$ cat src/rtl/ooo_read_responder.sv
// rtl/ooo_read_responder.sv - out-of-order read responder with per-ID latency, age-ordered R arbitration
module ooo_read_responder #(
    parameter int DATA_WIDTH = 8,
    parameter int ADDR_WIDTH = 4,
    parameter int SLOTS      = 4,
    parameter int LAT_BASE   = 2,
    parameter int LAT_STEP   = 2
) (
    input  logic                  clk,
    input  logic                  rst_n,
    input  logic [3:0]            s_arid_i,
    input  logic [ADDR_WIDTH-1:0] s_araddr_i,
    input  logic                  s_arvalid_i,
    output logic                  s_arready_o,
    output logic [DATA_WIDTH-1:0] s_rdata_o,
    output logic [3:0]            s_rid_o,
    output logic                  s_rvalid_o,
    input  logic                  s_rready_i,
    input  logic                  cfg_we_i,
    input  logic [ADDR_WIDTH-1:0] cfg_addr_i,
    input  logic [DATA_WIDTH-1:0] cfg_data_i
);
    localparam int DEPTH = 1 << ADDR_WIDTH;
    localparam int CNT_W = 16;
    localparam int IDX_W = (SLOTS > 1) ? $clog2(SLOTS) : 1;

    typedef enum logic [1:0] {FREE, WAIT, READY} slot_state_e;

    logic [DATA_WIDTH-1:0] mem_q [DEPTH];

    slot_state_e           st_q   [SLOTS];
    slot_state_e           st_d   [SLOTS];
    logic [3:0]            id_q   [SLOTS];
    logic [3:0]            id_d   [SLOTS];
    logic [DATA_WIDTH-1:0] data_q [SLOTS];
    logic [DATA_WIDTH-1:0] data_d [SLOTS];
    logic [CNT_W-1:0]      cnt_q  [SLOTS];
    logic [CNT_W-1:0]      cnt_d  [SLOTS];
    // age_q[i][j] = 1 means slot i was accepted before slot j
    logic [SLOTS-1:0]      age_q  [SLOTS];
    logic [SLOTS-1:0]      age_d  [SLOTS];

    logic                  rvalid_q, rvalid_d;
    logic [DATA_WIDTH-1:0] rdata_q, rdata_d;
    logic [3:0]            rid_q, rid_d;

    logic             acc_found, accept;
    logic [IDX_W-1:0] acc_idx;
    logic             gnt_found, older, r_load, take;
    logic [IDX_W-1:0] gnt_idx;
    logic [31:0]      lat_raw;
    logic [CNT_W-1:0] lat;

    always_ff @(posedge clk or negedge rst_n) begin
        if (!rst_n) begin
            for (int a = 0; a < DEPTH; a++) mem_q[a] <= DATA_WIDTH'(a);
        end else if (cfg_we_i) begin
            mem_q[cfg_addr_i] <= cfg_data_i;
        end
    end

    always_comb begin
        acc_found = 1'b0;
        acc_idx   = '0;
        for (int i = SLOTS - 1; i >= 0; i--) begin
            if (st_q[i] == FREE) begin
                acc_found = 1'b1;
                acc_idx   = IDX_W'(i);
            end
        end
    end

    assign s_arready_o = acc_found;
    assign accept      = s_arvalid_i & acc_found;

    // A zero computed latency would never leave WAIT, so it is clamped to one cycle
    always_comb begin
        lat_raw = 32'(LAT_BASE) + 32'(LAT_STEP) * {30'd0, s_arid_i[1:0]};
        lat     = (lat_raw == 32'd0) ? CNT_W'(1) : CNT_W'(lat_raw);
    end

    always_comb begin
        gnt_found = 1'b0;
        gnt_idx   = '0;
        older     = 1'b0;
        for (int i = 0; i < SLOTS; i++) begin
            if (st_q[i] == READY) begin
                older = 1'b1;
                for (int j = 0; j < SLOTS; j++) begin
                    if (j != i && st_q[j] == READY && !age_q[i][j]) older = 1'b0;
                end
                if (older) begin
                    gnt_found = 1'b1;
                    gnt_idx   = IDX_W'(i);
                end
            end
        end
    end

    assign r_load = !rvalid_q || s_rready_i;
    assign take   = r_load && gnt_found;

    always_comb begin
        st_d   = st_q;
        id_d   = id_q;
        data_d = data_q;
        cnt_d  = cnt_q;
        age_d  = age_q;
        for (int i = 0; i < SLOTS; i++) begin
            if (st_q[i] == WAIT) begin
                if (cnt_q[i] == CNT_W'(1)) st_d[i] = READY;
                else                       cnt_d[i] = cnt_q[i] - CNT_W'(1);
            end
        end
        if (take) begin
            st_d[gnt_idx]  = FREE;
            age_d[gnt_idx] = '0;
            for (int j = 0; j < SLOTS; j++) age_d[j][gnt_idx] = 1'b0;
        end
        // The accepted slot was FREE this cycle, so it can never be the granted one
        if (accept) begin
            st_d[acc_idx]   = WAIT;
            id_d[acc_idx]   = s_arid_i;
            data_d[acc_idx] = mem_q[s_araddr_i];
            cnt_d[acc_idx]  = lat;
            age_d[acc_idx]  = '0;
            for (int j = 0; j < SLOTS; j++) begin
                age_d[j][acc_idx] = (st_q[j] != FREE) && !(take && gnt_idx == IDX_W'(j));
            end
        end
    end

    always_comb begin
        rvalid_d = rvalid_q;
        rdata_d  = rdata_q;
        rid_d    = rid_q;
        if (r_load) begin
            rvalid_d = gnt_found;
            if (gnt_found) begin
                rdata_d = data_q[gnt_idx];
                rid_d   = id_q[gnt_idx];
            end
        end
    end

    always_ff @(posedge clk or negedge rst_n) begin
        if (!rst_n) begin
            for (int i = 0; i < SLOTS; i++) begin
                st_q[i]   <= FREE;
                id_q[i]   <= '0;
                data_q[i] <= '0;
                cnt_q[i]  <= '0;
                age_q[i]  <= '0;
            end
            rvalid_q <= 1'b0;
            rdata_q  <= '0;
            rid_q    <= '0;
        end else begin
            st_q     <= st_d;
            id_q     <= id_d;
            data_q   <= data_d;
            cnt_q    <= cnt_d;
            age_q    <= age_d;
            rvalid_q <= rvalid_d;
            rdata_q  <= rdata_d;
            rid_q    <= rid_d;
        end
    end

    assign s_rvalid_o = rvalid_q;
    assign s_rdata_o  = rdata_q;
    assign s_rid_o    = rid_q;
endmodule

$ cat config.mk
export PLATFORM = sky130hd
export DESIGN_NAME = ooo_read_responder
export DESIGN_NICKNAME = d
export VERILOG_FILES = /design/src/rtl/ooo_read_responder.sv
export SDC_FILE = /design/constraint.sdc
export NUM_CORES = 1
export LEC_CHECK = 0
export CAP_MARGIN = 0
export CORE_ASPECT_RATIO = 1.75
export CORE_MARGIN = 2
export CORE_UTILIZATION = 60
export CTS_BUF_LIST = sky130_fd_sc_hd__clkbuf_4 sky130_fd_sc_hd__clkbuf_8
export CTS_CLUSTER_SIZE = 20
export DETAILED_ROUTE_END_ITERATION = 16
export GPL_TIMING_DRIVEN = 0
export PLACE_DENSITY = 0.77
export SLEW_MARGIN = 20
export SYNTH_ARGS = -nofsm -noshare
export SYNTH_HDL_FRONTEND = slang
export SYNTH_SLANG_ARGS = --single-unit
$ cat constraint.sdc
create_clock -name clk -period 2.8 [get_ports clk]
set_input_delay 0.56 -clock clk [delete_from_list [all_inputs] [get_ports clk]]
set_output_delay 0.56 -clock clk [all_outputs]
set_load 0.02 [all_outputs]
==> metrics.md <==
| Metric | Value |
|---|---|
| Status | `completed` |
| Synth Area in Compound Gates | `6.12%` |
| Die area | `23300 sq um` |
| Fin nets | `1268` |
| CP Data Required Time | `2240 ps` |
| Sequential power share | `51.1%` |
| Commonest non-fill, non-tap cells in the layout | `dfrtp_1, nand2_1, mux2_2` |
| Core box area | `21600 sq um` |
| Final Instance Area | `14900 sq um` |
| Layout area overhead | `12.7%` |
| R2R depth | `5` |
| Largest family of logic cells by synthesized area | `multiplexers` |
| Final Hold Fails | `0` |
| Reg-to-reg startpoint | `cnt_q[22]$_DFF_PN0_` |
| Worst Setup EP | `s_arready_o` |
| Final Core Density | `69.0%` |
| Number of flops mapped to enable cells by yosys | `0` |
| Floorplan row count | `71` |
| CTS H-tree lvls | `2` |
| Simple-gate share of the synthesized area | `16.5%` |
| Multi-input gate area | `6050 sq um` |
| Worst setup EP type | `primary output` |
| Mapped Avg Cell Area | `11.4 sq um` |
| FILL cells | `1612` |
| RSZ-0062 raised after global routing | `no` |
| DRC viols | `0` |
| Largest net degree at the start of global routing | `91` |
| GP Congestion | `0.920` |
| Netlist Area Pre-Place | `13200 sq um` |
| Die X-Extent | `116 microns` |
| Max-cap violations | `0` |
| Initial Util | `61.2%` |
| Critical path data arrival time | `2160 ps` |
| Initial DRC count | `536` |
| Total Routed Length | `30600 microns` |
| Comb pwr share | `11.1%` |
| Register area share after synthesis | `52.0%` |
| Via count | `9317` |
| Setup Buffers After CTS | `0` |
| CP startpoint kind | `flip-flop` |
| Gr ovfl total | `0` |
| FMAX | `368 MHz` |
| Initial antenna violation count | `0` |
| Post-Synth XOR/XNOR Area | `2.25%` |
| YS warnings | `0` |
| Most used DFF post-synth | `dfrtp_1` |
| Drt pass-1 iters | `7` |
| Synth unique cells | `64` |
| Clk sinks | `273` |
| Sw Share | `23.5%` |
| Share of cells above drive strength 1 | `25.6%` |
| CTS clock-pin slew for the worst setup and hold paths | `60 ps` |
| Leakage | `6.22 nW` |
| WS Path Type | `reg2out` |
| Clock root buffer | `clkbuf_8` |
| R2r endpoint | `cnt_q[18]$_DFF_PN0_` |
| # setup viols final | `0` |
| Max Slew Vio Count | `0` |
| Hold Crit Class | `reg2reg` |
| Peak VDD IR | `0.000498 V` |
| Storage cell area | `6870 sq um` |
| Post-synthesis mux area share | `19.8%` |
| Final Cycle Share | `97.1%` |
| Hold depth | `2` |
| Antenna Nets Post-Route | `0` |
| Final min period | `2720 ps` |
| Synth Area in Adders | `0.947%` |
| Vias/cell | `6.01` |
| Post-DP HPWL | `21800 microns` |
| Most common cell after layout, fill and taps aside | `dfrtp_1` |
| Die height | `200 microns` |
| Min Hold Slack | `473 ps` |
| Skew-Pair Late Insertion Delay | `580 ps` |
| First-pass GRT wire length | `49600 microns` |
| I/O Buffers | `33` |
| Relative slew slack | `25.5%` |
| Internal power | `0.00698 W` |
| CTS max path bufs | `3` |
| Num CTS Buffers | `40` |
| Critical path launch point | `st_q[2]$_DFF_PN0_` |
| Register bit count reported by yosys | `273` |
| Syn Nets | `1191` |
| GR Util All Layers | `27.4%` |
| Io pins | `39` |
| Post-synth ARST share | `100%` |
| Peak fanout along the critical path | `10` |
| Worst Max-Slew Pin Slew | `1110 ps` |
| Routed len/inst | `19.7 microns` |
| Clk pwr share | `37.8%` |
| Gate Count Post-Synth | `1156` |
| Setup Skew | `35.3 ps` |
| Cell Area, Placed | `14000 sq um` |
| Net Switching | `0.00214 W` |
| Reg2Reg Setup Slack | `240 ps` |
| CTS tree | `built` |
| Diode count | `0` |
| Vias in the first global route | `9684` |
| Cell Pwr Density | `612 nW/um^2` |
-- how the worst min path moves through the flow --
stage                                 startpoint                endpoint
after CTS                 data_q[24]$_DFFE_PN0P_  data_q[24]$_DFFE_PN0P_
after floorplan                            rst_n      age_q[0]$_DFF_PN0_
after global placement    data_q[16]$_DFFE_PN0P_  data_q[16]$_DFFE_PN0P_
after global routing      data_q[13]$_DFFE_PN0P_  data_q[13]$_DFFE_PN0P_
final                     data_q[26]$_DFFE_PN0P_  data_q[26]$_DFFE_PN0P_
after detailed placement  data_q[26]$_DFFE_PN0P_  data_q[26]$_DFFE_PN0P_
-- cell usage after synthesis (all sizes together) (2+ instances only) --
| cell | count | area, sq um |
|---|---|---|
| a21oi | 30 | 150 |
| a22o | 3 | 26.3 |
| buf | 16 | 77.6 |
| inv | 12 | 45.0 |
| nor3 | 15 | 80.1 |
| o22ai | 2 | 12.5 |
| a2111oi | 4 | 35.0 |
| or4 | 8 | 67.6 |
| nand2 | 194 | 728 |
| mux2i | 14 | 140 |
| o21a | 2 | 15.0 |
| o31a | 2 | 17.5 |
| or2 | 5 | 31.3 |
| xnor2 | 19 | 166 |
| nor4 | 33 | 234 |
| mux2 | 140 | 1580 |
| and2 | 2 | 12.5 |
| nand3 | 19 | 95.1 |
| o21ai | 25 | 125 |
| nand2b | 12 | 75.1 |
| a311oi | 12 | 105 |
| dfrtp | 241 | 6030 |
| nor2 | 87 | 327 |
| or4b | 2 | 20.0 |
| a211oi | 5 | 37.5 |
| nor2b | 6 | 37.5 |
| or3 | 12 | 80.1 |
| ha | 10 | 125 |
| o211ai | 7 | 52.6 |
| xor2 | 15 | 131 |
| nand3b | 22 | 165 |
| dfstp | 32 | 841 |
| and3 | 3 | 20.0 |
| o2bb2ai | 13 | 114 |
| mux4 | 40 | 901 |
| nand4b | 3 | 26.3 |
| nand4 | 5 | 31.3 |
| o31ai | 3 | 22.5 |
| clkbuf | 52 | 195 |
| nor4b | 2 | 17.5 |
| nor3b | 14 | 110 |
-- power groups by stage --
stage	Combinational [W]	Clock [W]	Sequential [W]
2_1_floorplan	0.000740	0	0.00465
3_3_place_gp	0.000971	0	0.00470
3_5_place_dp	0.00103	0	0.00473
4_1_cts	0.00103	0.00350	0.00466
5_1_grt	0.00110	0.00367	0.00471
6_report	0.00102	0.00344	0.00466
-- routing by layer --
layer	vias to the layer above	share of wire [%]	wire (microns)	track usage (%)
met2	269	55	16700	49.7
met5	-	0	0	0
met1	4650	37	11300	30.4
li1	4299	-	-	-
met3	99	4.2	1280	4.72
met4	0	4.2	1300	13.1
-- what timing repair did --
action | 4_1_cts | 5_1_grt
gates resized for setup | 10 | 9
endpoints found under the setup margin | 2 | 19
hold buffers | 1 | 0
endpoints found under the hold margin | 45 | 0
-- critical path, stage by stage (launching register included) --
cell	delay [ps]
dfrtp_1	380
clkbuf_4	210
clkbuf_4	210
o22ai_1	110
or3_1	340
dlygate4sd2_1	330
-- state kept, by name, indices dropped and copies added, names as in the netlist, 4 cells and up --
name	flops
age_q	12
s_rid_o	4
cnt_q	64
s_rdata_o	8
st_q	8
data_q	32
mem_q	128
id_q	16
-- layout make-up --
class / instances / area share [%]
repair buffers: 37 / 2.86
well taps: 292 / 2.45
clock buffers: 63 / 5.40
multi-input cells: 803 / 40.6
inverters: 12 / 0.302
plain buffers: 66 / 1.88
clock inverters: 5 / 0.361
flip-flops and latches: 273 / 46.1
-- cell families after synthesis --
| family | after synthesis |
|---|---|
| AND/OR/NAND/NOR | 446 |
| flip-flops | 273 |
| multiplexers | 194 |
| AO/OA/AOI/OAI | 119 |
| buffers and inverters | 80 |
| XOR/XNOR | 34 |
| adder cells (fa/ha/maj) | 10 |
-- metrics by stage --
stage	setup slack [ps]	power [W]	TNS, ps	cells
after floorplan	462	0.00539	0	1156
after global placement	-10220	0.00567	-2679500	1481
after detailed placement	-294	0.00575	-7920	1484
after CTS	34.6	0.00919	0	1553
after global routing	22.6	0.00947	0	1551
final	80.7	0.00912	0	1551
Power figures use the tool's default switching activity.
